[src/rtl/stream_packer.sv]
// stream_packer: narrow-to-wide stream up-converter with a registered valid/ready output.
// Define STREAM_PACKER_KEEP_EN to add in_last/out_last/out_keep for early-closed words.
module stream_packer #(
  parameter  int unsigned IN_W  = 8,
  parameter  int unsigned RATIO = 4,
  localparam int unsigned OUT_W = IN_W * RATIO,
  localparam int unsigned CNT_W = $clog2(RATIO)
) (
  input  logic             clk,
  input  logic             reset_n,
  input  logic             in_valid,
  output logic             in_ready,
  input  logic [IN_W-1:0]  in_data,
`ifdef STREAM_PACKER_KEEP_EN
  input  logic             in_last,
  output logic             out_last,
  output logic [RATIO-1:0] out_keep,
`endif
  output logic             out_valid,
  input  logic             out_ready,
  output logic [OUT_W-1:0] out_data
);

  logic [CNT_W-1:0] cnt_q, cnt_d;
  logic [OUT_W-1:0] acc_q, acc_d;
  logic [OUT_W-1:0] data_q, data_d;
  logic             valid_q, valid_d;
  logic [OUT_W-1:0] merged;
  logic             in_hs, out_hs, close;
`ifdef STREAM_PACKER_KEEP_EN
  logic             last_q, last_d;
  logic [RATIO-1:0] keep_q, keep_d, keep_w;
`endif

  assign in_ready = !valid_q || out_ready;
  assign in_hs    = in_valid && in_ready;
  assign out_hs   = valid_q && out_ready;
`ifdef STREAM_PACKER_KEEP_EN
  assign close    = (cnt_q == CNT_W'(RATIO - 1)) || in_last;
`else
  assign close    = (cnt_q == CNT_W'(RATIO - 1));
`endif

  // Accumulator with the incoming beat placed at lane cnt and every higher lane zeroed;
  // serves both as the next accumulator and as the completed word.
  always_comb begin
    merged = '0;
`ifdef STREAM_PACKER_KEEP_EN
    keep_w = '0;
`endif
    for (int unsigned i = 0; i < RATIO; i++) begin
      if (CNT_W'(i) < cnt_q) begin
        merged[i*IN_W +: IN_W] = acc_q[i*IN_W +: IN_W];
      end else if (CNT_W'(i) == cnt_q) begin
        merged[i*IN_W +: IN_W] = in_data;
      end
`ifdef STREAM_PACKER_KEEP_EN
      keep_w[i] = (CNT_W'(i) <= cnt_q);
`endif
    end
  end

  always_comb begin
    cnt_d   = cnt_q;
    acc_d   = acc_q;
    data_d  = data_q;
    valid_d = valid_q;
`ifdef STREAM_PACKER_KEEP_EN
    last_d  = last_q;
    keep_d  = keep_q;
`endif
    if (out_hs) begin
      valid_d = 1'b0;
    end
    // A completing beat overrides the drain above so a new word loads without a bubble.
    if (in_hs) begin
      if (close) begin
        data_d  = merged;
        valid_d = 1'b1;
        cnt_d   = '0;
        acc_d   = '0;
`ifdef STREAM_PACKER_KEEP_EN
        keep_d  = keep_w;
        last_d  = in_last;
`endif
      end else begin
        acc_d = merged;
        cnt_d = cnt_q + CNT_W'(1);
      end
    end
  end

  always_ff @(posedge clk or negedge reset_n) begin
    if (!reset_n) begin
      cnt_q   <= '0;
      acc_q   <= '0;
      data_q  <= '0;
      valid_q <= 1'b0;
`ifdef STREAM_PACKER_KEEP_EN
      last_q  <= 1'b0;
      keep_q  <= '0;
`endif
    end else begin
      cnt_q   <= cnt_d;
      acc_q   <= acc_d;
      data_q  <= data_d;
      valid_q <= valid_d;
`ifdef STREAM_PACKER_KEEP_EN
      last_q  <= last_d;
      keep_q  <= keep_d;
`endif
    end
  end

  assign out_valid = valid_q;
  assign out_data  = data_q;
`ifdef STREAM_PACKER_KEEP_EN
  assign out_last  = last_q;
  assign out_keep  = keep_q;
`endif

endmodule

[config.mk]
export PLATFORM = sky130hd
export DESIGN_NAME = stream_packer
export DESIGN_NICKNAME = d
export VERILOG_FILES = /design/src/rtl/stream_packer.sv
export SDC_FILE = /design/constraint.sdc
export NUM_CORES = 1
export LEC_CHECK = 0
export ABC_AREA = 1
export BUFFER_PORTS_ARGS = -buffer_cell sky130_fd_sc_hd__buf_2
export CAP_MARGIN = 10
export CORE_ASPECT_RATIO = 0.8
export CORE_MARGIN = 2
export CORE_UTILIZATION = 50
export CTS_CLUSTER_DIAMETER = 80
export DETAILED_ROUTE_END_ITERATION = 8
export PLACE_DENSITY = 0.78
export SETUP_SLACK_MARGIN = 0.2
export SLEW_MARGIN = 20
export SYNTH_ARGS = -nofsm -noshare
export SYNTH_HDL_FRONTEND = slang
export SYNTH_SLANG_ARGS = --single-unit
[constraint.sdc]
create_clock -name clk -period 1.37 [get_ports clk]
set_input_delay 0.3425 -clock clk [delete_from_list [all_inputs] [get_ports clk]]
set_output_delay 0.3425 -clock clk [all_outputs]
set_load 0.01 [all_outputs]
==> flow_summary.yaml, run 1 <==
placement:
  dpl.hpwl_um: 3824
  port_buffers: 45
  pre_cts_ws_ns: 0.01131
  gp_congestion: 0.7949
global_routing:
  grt_start_max_net_pins: 33
  grt.total_usage: 0.2167
  antenna_found_initial: 0
  overflow: 0
  grt_pass1_wl_um: 9839
  grt_pass1_vias: 2089
timing:
  setup_tns_ns: 0
  finalSetupViolations: 0
  hold_violations: 0
  slew_viol_final: 0
  fmax_mhz: 785.3
  post-route-min-period_ns: 1.273
  finalWorstSetupSlack_ns: 0.09666
  rsz0062_at_grt: "yes"
  final.setup_skew_ns: 0.005656
  tightest_slew_ns: 0.3461
  fin_crit_sh: 0.9294
  relSlewSlack: 0.7693
synthesis:
  yosys.area.top_type: "dfrtp_1"
  synth.distinct_cells: 16
  yosysMostFrequentCell: "nand2_1"
  synth_xor_area_frac: 0
  synth_edf_count: 0
  synthTopCellsByArea: "dfrtp_1, nand2_1, o21ai_2"
  yosys.area.top_type_share: 0.5553
  postSynthAreaPerCell_um2: 8.804
  yosysWarnings: 0
  ys_seq_elements: 59
  syn-num-nets: 319
  synthCells: 302
  synth_top_family_by_area: "simple AND/OR/NAND/NOR gates"
  synthesis.area_mm2: 0.002659
  synth-compound-area-share: 0.1398
  synthMuxAreaShare: 0
  ys_seq_area_frac: 0.5553
  synth_flop_cell: "dfrtp_1"
  async_flop_share: 1.000
  yosys-top-cells-count: "nand2_1, dfrtp_1, inv_1"
  synth_fa_ha_area_frac: 0.02353
  synthSimpleGateAreaFrac: 0.1892
detailed_routing:
  num_vias: 2267
  drtIter0Drc: 110
  ant_nets: 0
  wire_per_inst_um: 14.30
  avgViaCountPerCell: 5.027
  drc: 0
  first_pass_iters: 4
  routed_wl_um: 6450
layout:
  multiInputGateArea_mm2: 0.001147
  fillers: 383
  fin_nets: 402
  area_delta_synth_final_pct: 38.92
  diodes: 0
  drive_above_1_share: 0.4550
  seqCellArea_mm2: 0.001479
worst_setup_path:
  worstPathArrival_ns: 1.53
  worstSetupEndpointType: "register"
  ff2ff_setup_slack_ns: 0.1
  crit_slowest_cell: "dfrtp_1"
  crit_chain: "nand2_4 -> buf_4 -> nand3_4 -> clkbuf_16 -> o21ai_1"
  timing.rr.end: "out_data[28]$_DFFE_PN0P_"
  max_stage_delay_ns: 0.41
  critPathBufInv: 2
  reg2reg_from: "out_valid$_DFF_PN0_"
  critPathTopFamily: "flip-flops"
  critPathKind: "reg -> reg"
  reg2regPathDepth: 5
  cp_max_fo: 16
  critPathLaunchType: "register"
  cp-startpoint: "out_valid$_DFF_PN0_"
  crit_cells: 5
  cp.required_ns: 1.63
  critPathCapture: "out_data[28]$_DFFE_PN0P_"
clock_tree:
  clock-root-buffer: "clkbuf_8"
  htreeDepth: 3
  clk_latency_ns: 0.34
  cts_made_buffers: 9
  clkTransAtPathRegs_ns: 0.06
  clk_path_buf_depth: 2
  cts_tree: "done"
  cts.sinks: 59
power_and_ir_drop:
  max-vdd-ir-drop_mv: 1.286
  power_leakage_nw: 1.938
  power_w: 0.008381
  power.density_mw_per_mm2: 2269
min_path:
  worst_hold_path_type: "in -> reg"
  worst_hold_startpoint: "in_data[7]"
floorplanning:
  fp.dieH_um: 69.23
  io_pins: 46
  initial_core_util: 0.5250
  rows: 23
  die_w_um: 85.53
  core_area_mm2: 0.005065
  die-area_mm2: 0.005921
job:
  drv_cap: 0
run_status:
  status: "finished clean"
tightest hold or removal path, cell delays in order:
cell and delay [ns]:
buf_2 0.11, nand2_1 0.05, o21ai_1 0.06
cells by family (layout without fill, tap and decap cells):
logic type / count (synthesis) / in the layout
DFF: 59 / 59
AOI/OAI and AO/OA: 57 / 57
adders and majority gates: 5 / 5
and+or+nand+nor: 129 / 129
buffers and inverters: 52 / 139
layout by cell type, fill, tap and decap left out, types with 2 or more instances in the layout:
cell type,Yosys,final
buf_12,0,7
buf_2,3,44
buf_4,0,31
clkbuf_1,3,2
clkbuf_8,0,10
clkinv_2,0,3
dfrtp_1,59,57
dfrtp_2,0,2
ha_2,0,2
ha_4,0,3
inv_1,37,35
nand2_1,124,94
nand2_2,2,24
nand2_4,0,8
o21ai_1,9,22
o21ai_2,23,35
per-stage QoR:
stage               utilization  area, um^2  std cells  hold WS [ns]
finish                   0.7292        3694        451        0.2627
global route             0.7292        3694        451        0.2609
CTS                      0.6858        3473        438        0.2501
detailed placement       0.5966        3022        402        0.2620
global placement         0.5966        3022        402        0.2617
floorplan                     -        2731        302       0.04691
worst min path at each step:
| stage | cells past startpoint | slack, ns | end |
|---|---|---|---|
| 6_report | 3 | 0.26 | acc_q[23]$_DFFE_PN0N_ |
| 5_1_grt | 3 | 0.26 | acc_q[23]$_DFFE_PN0N_ |
| 4_1_cts | 3 | 0.25 | acc_q[23]$_DFFE_PN0N_ |
| 3_5_place_dp | 1 | 0.26 | out_data[20]$_DFFE_PN0P_ |
| 3_3_place_gp | 1 | 0.26 | out_data[20]$_DFFE_PN0P_ |
| 2_1_floorplan | 0 | 0.05 | acc_q[0]$_DFFE_PN0N_ |
sequential cells by signal, summed over array words and instances, names as in the netlist:
| signal | flops |
|---|---|
| out_data | 32 |
| cnt_q | 2 |
| out_valid | 1 |
| acc_q | 24 |
metal layers:
| layer | vias up | wire, um | global-route usage | share of wire |
|---|---|---|---|---|
| li1 | 1106 | - | - | - |
| met5 | - | 0 | 0 | 0 |
| met2 | 82 | 3156 | 0.3264 | 0.49 |
| met1 | 1070 | 2865 | 0.2920 | 0.44 |
| met3 | 9 | 351 | 0.08690 | 0.054 |
| met4 | 0 | 77 | 0.05820 | 0.012 |
power breakdown:
part / internal (W) / total (W) / leakage (nW) / switching [W]
Clock: 0.000686 / 0.00133 / 0.0860 / 0.000643
Combinational: 0.00187 / 0.00422 / 1.09 / 0.00235
Sequential: 0.00244 / 0.00283 / 0.763 / 0.000391
Total: 0.00500 / 0.00838 / 1.94 / 0.00338
final cells by class:
class,count,area share
Multi-Input combinational cell,191,0.3106
Timing Repair Buffer,86,0.1806
Inverter,38,0.04404
Clock buffer,12,0.03930
Sequential cell,59,0.4004
Tap cell,62,0.02100
Clock inverter,3,0.004065
repair_timing:
item                                    4_1_cts  5_1_grt
gates cloned                                  1        1
endpoints found under the setup margin       93       92
endpoints found under the hold margin        11        0
hold buffers                                  1        0
resized for setup                            38       31
pin swaps                                    21       17
buffers inserted                             19       12
No activity file was read; power rests on OpenSTA's default activity.
==> run 2, diff against run 1 <==
--- a/config.mk
+++ b/config.mk
@@ -10,10 +10,10 @@
 export CAP_MARGIN = 10
 export CORE_ASPECT_RATIO = 0.8
 export CORE_MARGIN = 2
-export CORE_UTILIZATION = 50
+export CORE_UTILIZATION = 55
 export CTS_CLUSTER_DIAMETER = 80
 export DETAILED_ROUTE_END_ITERATION = 8
-export PLACE_DENSITY = 0.78
+export PLACE_DENSITY = 0.81
 export SETUP_SLACK_MARGIN = 0.2
 export SLEW_MARGIN = 20
 export SYNTH_ARGS = -nofsm -noshare
==> constraint.sdc (replaced) <==
create_clock -name clk -period 1.18 [get_ports clk]
set_input_delay 0.295 -clock clk [delete_from_list [all_inputs] [get_ports clk]]
set_output_delay 0.295 -clock clk [all_outputs]
set_load 0.01 [all_outputs]
==> flow_summary.yaml, run 2 (same netlist as run 1, synthesis figures left out) <==
clock_tree:
  cts_made_buffers: 9
  htreeDepth: 3
  cts.sinks: 59
  clk_latency_ns: 0.35
  clock-root-buffer: "clkbuf_8"
  clk_path_buf_depth: 2
  cts_tree: "done"
  clkTransAtPathRegs_ns: 0.06
power_and_ir_drop:
  power_leakage_nw: 2.113
  power_w: 0.01105
  power.density_mw_per_mm2: 2660
  max-vdd-ir-drop_mv: 1.722
timing:
  finalSetupViolations: 66
  fin_crit_sh: 1.139
  hold_violations: 0
  post-route-min-period_ns: 1.344
  setup_tns_ns: -6.209
  rsz0062_at_grt: "yes"
  relSlewSlack: 0.7898
  finalWorstSetupSlack_ns: -0.1639
  tightest_slew_ns: 0.3152
  final.setup_skew_ns: 0.003532
  slew_viol_final: 0
  fmax_mhz: 744.1
layout:
  drive_above_1_share: 0.5767
  fin_nets: 417
  final_common_cell: "nand2_1"
  layout_common_cells: "nand2_1, dfrtp_1, nand2_2, o21ai_2, buf_2"
  largest_reg_flops: 32
  area_delta_synth_final_pct: 56.28
  fillers: 192
  diodes: 0
detailed_routing:
  drc: 0
  first_pass_iters: 5
  ant_nets: 0
  avgViaCountPerCell: 5.498
  wire_per_inst_um: 18.79
  routed_wl_um: 8717
  drtIter0Drc: 201
  num_vias: 2551
worst_setup_path:
  cp.required_ns: 1.42
  cp_max_fo: 5
  critPathLaunchType: "register"
  worstPathArrival_ns: 1.58
  worstSetupEndpointType: "register"
  critPathKind: "reg -> reg"
floorplanning:
  io_pins: 46
  fp.dieH_um: 66.19
  core_area_mm2: 0.004624
  initial_core_util: 0.5749
  rows: 22
  die_w_um: 81.74
  die-area_mm2: 0.005410
placement:
  gp_congestion: 0.7906
  port_buffers: 45
  dpl.hpwl_um: 3809
run_status:
  violations: "setup timing"
  status: "finished with violations"
job:
  drv_cap: 0
global_routing:
  grt.total_usage: 0.3026
  overflow: 0
  grt_pass1_wl_um: 11660
  grt_start_max_net_pins: 60
  antenna_found_initial: 0
  grt_pass1_vias: 2352
min_path:
  worst_hold_path_type: "in -> reg"
run 2: cell types whose count changed in the layout (fill, tap and decap cells not counted), moves of 7 or more:
cell | previous run | this run
nand2_4 | 8 | 18
nand2_2 | 24 | 47
buf_6 | 1 | 14
nand2_1 | 94 | 61
buf_2 | 44 | 37
o21ai_2 | 35 | 45
o21ai_1 | 22 | 12
run 2: final cells by class:
cell class,count,area [um^2],share of cell area
Sequential cell,59,1476,0.3553
Multi-Input combinational cell,191,1335,0.3213
Timing Repair Buffer,101,953.4,0.2294
Inverter,38,155.1,0.03734
Clock buffer,12,145.1,0.03493
Tap cell,60,75.07,0.01807
Clock inverter,3,15.01,0.003613
run 2: final timing paths:
check,slack [ns],end,start,depth (start not counted)
worst min register to register,0.49,out_data[5]$_DFFE_PN0P_,out_data[5]$_DFFE_PN0P_,2
worst min-delay path,0.22,acc_q[23]$_DFFE_PN0N_,in_data[7],3
worst max-delay path,-0.16,out_data[13]$_DFFE_PN0P_,out_valid$_DFF_PN0_,7
max in group asynchronous,0.41,acc_q[11]$_DFFE_PN0N_,reset_n,3
min in group asynchronous,0.50,acc_q[2]$_DFFE_PN0N_,reset_n,3
worst max register to register,-0.16,out_data[13]$_DFFE_PN0P_,out_valid$_DFF_PN0_,7
run 2: what timing repair did:
action / 4_1_cts / 5_1_grt
gates resized for setup: 70 / 61
hold endpoints to repair: 59 / 0
pin swaps: 26 / 16
setup buffers: 21 / 14
gates cloned: 4 / 3
hold buffers: 1 / 0
setup endpoints to repair: 93 / 93
run 2: report_power, final:
group | switching, W | internal (W) | total [W]
combinational | 0.00335 | 0.00276 | 0.00610
clock | 0.000788 | 0.000797 | 0.00158
sequential | 0.000534 | 0.00283 | 0.00336
total | 0.00467 | 0.00639 | 0.0111
run 2: stage by stage:
step	instances	cell area [um^2]	hold WS [ns]	worst slack [ns]	utilization
after global placement	406	3069	0.3207	-0.02338	0.6637
final	464	4155	0.2175	-0.1639	0.8985
after global routing	464	4155	0.2273	-0.1783	0.8985
after floorplan	302	2739	-0.0005911	-0.02152	-
after detailed placement	406	3069	0.3188	-0.07140	0.6637
after CTS	447	3756	0.2082	-0.04617	0.8122
run 2: worst max-delay path, cell delays in order, from the launching register on:
cell and delay, ns:
dfrtp_1 0.42, nand2_4 0.10, buf_6 0.13, nand3_4 0.12, buf_12 0.18, clkbuf_16 0.16, nand2_2 0.06, o21ai_2 0.06
run 2: routing by layer:
layer | wire length [um] | track usage | share of wire | up-vias
li1 | - | - | - | 1134
met1 | 3270 | 0.3484 | 0.38 | 1232
met2 | 4385 | 0.5061 | 0.50 | 141
met3 | 639 | 0.09016 | 0.073 | 44
met4 | 422 | 0.1604 | 0.048 | 0
met5 | 0 | 0 | 0 | -
==> run 3, diff against run 2 <==
--- a/config.mk
+++ b/config.mk
@@ -6,7 +6,7 @@
 export NUM_CORES = 1
 export LEC_CHECK = 0
 export ABC_AREA = 1
-export BUFFER_PORTS_ARGS = -buffer_cell sky130_fd_sc_hd__buf_2
+export BUFFER_PORTS_ARGS = -buffer_cell sky130_fd_sc_hd__buf_4
 export CAP_MARGIN = 10
 export CORE_ASPECT_RATIO = 0.8
 export CORE_MARGIN = 2
@@ -14,7 +14,7 @@
 export CTS_CLUSTER_DIAMETER = 80
 export DETAILED_ROUTE_END_ITERATION = 8
 export PLACE_DENSITY = 0.81
-export SETUP_SLACK_MARGIN = 0.2
+export SETUP_SLACK_MARGIN = 0.1
 export SLEW_MARGIN = 20
 export SYNTH_ARGS = -nofsm -noshare
 export SYNTH_HDL_FRONTEND = slang
==> flow_summary.yaml, run 3 (same netlist as run 1, synthesis figures left out) <==
run_status:
  status: "finished with violations"
  violations: "setup timing"
floorplanning:
  die_w_um: 81.74
  fp.dieH_um: 66.19
  io_pins: 46
  rows: 22
  initial_core_util: 0.5749
  core_area_mm2: 0.004624
  die-area_mm2: 0.005410
global_routing:
  grt_pass1_vias: 2288
  overflow: 0
  antenna_found_initial: 0
  grt_pass1_wl_um: 10770
  grt_start_max_net_pins: 60
  grt.total_usage: 0.2770
layout:
  area_delta_synth_final_pct: 49.55
  largest_reg_flops: 32
  fin_area_mm2: 0.003976
  final_common_cell: "nand2_1"
  layout_common_cells: "nand2_1, dfrtp_1, buf_6, inv_1, buf_4"
  fillers: 212
  fin_nets: 402
  utilization: 0.8598
  diodes: 0
  drive_above_1_share: 0.4513
  seqCellArea_mm2: 0.001476
  multiInputGateArea_mm2: 0.001154
worst_setup_path:
  reg2regPathDepth: 7
  critPathLaunchType: "register"
  worstPathArrival_ns: 1.58
  max_stage_delay_ns: 0.38
  timing.rr.end: "out_data[11]$_DFFE_PN0P_"
  crit_chain: "buf_6 -> buf_6 -> ha_4 -> nand2_2 -> nand2_1 -> nand2_2 -> o21ai_2"
  cp_max_fo: 8
  worstSetupEndpointType: "register"
  reg2reg_from: "cnt_q[0]$_DFFE_PN0N_"
  critPathKind: "reg -> reg"
  critPathBufInv: 2
  cp.required_ns: 1.47
  critPathTopFamily: "flip-flops"
  ff2ff_setup_slack_ns: -0.11
  crit_slowest_cell: "dfrtp_1"
placement:
  gp_congestion: 0.7963
  pre_cts_ws_ns: -0.09752
  dpl.hpwl_um: 3844
  placed_cell_area_mm2: 0.003142
  port_buffers: 45
power_and_ir_drop:
  power_leakage_nw: 2.001
  power_w: 0.01061
  power.density_mw_per_mm2: 2668
  max-vdd-ir-drop_mv: 1.829
min_path:
  worst_hold_startpoint: "in_data[2]"
  min_to: "acc_q[18]$_DFFE_PN0N_"
  min_path_cells: 3
  worst_hold_path_type: "in -> reg"
clock_tree:
  clkTransAtPathRegs_ns: 0.07
  clk_latency_ns: 0.36
  clock-root-buffer: "clkbuf_8"
  cts.sinks: 59
  htreeDepth: 3
  clk_path_buf_depth: 2
  cts_tree: "done"
  cts_made_buffers: 9
timing:
  hold_violations: 0
  post-route-min-period_ns: 1.290
  final.setup_skew_ns: 0.005567
  tightest_slew_ns: 0.3072
  slew_viol_final: 0
  holdWs_ns: 0.2321
  finalSetupViolations: 62
  fmax_mhz: 775.4
  relSlewSlack: 0.7952
  fin_crit_sh: 1.093
  finalWorstSetupSlack_ns: -0.1097
  rsz0062_at_grt: "yes"
detailed_routing:
  routed_wl_um: 7706
  drtIter0Drc: 171
  drc: 0
  avgViaCountPerCell: 5.440
  wire_per_inst_um: 17.12
  ant_nets: 0
  num_vias: 2448
  first_pass_iters: 4
job:
  drv_cap: 0
[run 3: worst max-delay path by stage]
stage,from,end,slack [ns],depth (start not counted)
2_1_floorplan,cnt_q[0]$_DFFE_PN0N_,out_data[10]$_DFFE_PN0P_,-0.02,6
3_3_place_gp,cnt_q[1]$_DFFE_PN0N_,acc_q[1]$_DFFE_PN0N_,-0.02,7
3_5_place_dp,cnt_q[0]$_DFFE_PN0N_,acc_q[1]$_DFFE_PN0N_,-0.1,6
4_1_cts,out_valid$_DFF_PN0_,out_data[29]$_DFFE_PN0P_,-0.05,6
5_1_grt,cnt_q[0]$_DFFE_PN0N_,acc_q[11]$_DFFE_PN0N_,-0.16,7
6_report,cnt_q[0]$_DFFE_PN0N_,out_data[11]$_DFFE_PN0P_,-0.11,7
[run 3: per-stage QoR]
step / cells / TNS [ns]
after floorplan: 302 / -0.6453
after global placement: 404 / -0.01953
after detailed placement: 404 / -1.819
after CTS: 439 / -1.060
after global routing: 450 / -5.678
final: 450 / -2.685
[run 3: layout make-up]
class	instances	share of cell area
Inverter	38	0.03965
Multi-Input combinational cell	191	0.2901
Tap cell	60	0.01888
Sequential cell	59	0.3713
Timing Repair Buffer	86	0.2366
Clock inverter	2	0.002517
Clock buffer	14	0.04091
[run 3: where the power goes]
group          internal [W]  switching (W)  total [W]
clock              0.000871       0.000788    0.00166
sequential          0.00283       0.000553    0.00338
combinational       0.00265        0.00291    0.00557
[run 3: worst register-to-register path, delay by kind of cell, from the launching register on]
kind,cells,cell delay (ns)
flip-flops,1,0.38
buffers and inverters,2,0.25
AO/OA/AOI/OAI,1,0.14
AND/OR/NAND/NOR,3,0.23
adder cells (fa/ha/maj),1,0.22
[run 3: repair_timing]
action	in CTS	in global routing
endpoints found under the hold margin	59	0
pin swaps	16	9
hold buffers	1	0
gates cloned	2	4
setup buffers	16	7
endpoints found under the setup margin	93	93
gates resized for setup	69	33
[run 3: routing by layer]
metal  vias up  global-route usage  wire length, um
met2       117              0.4461             3660
met3        38             0.08880              638
met1      1196              0.3336             3101
met5         -                   0                0
li1       1097                   -                -
met4         0              0.1396              305
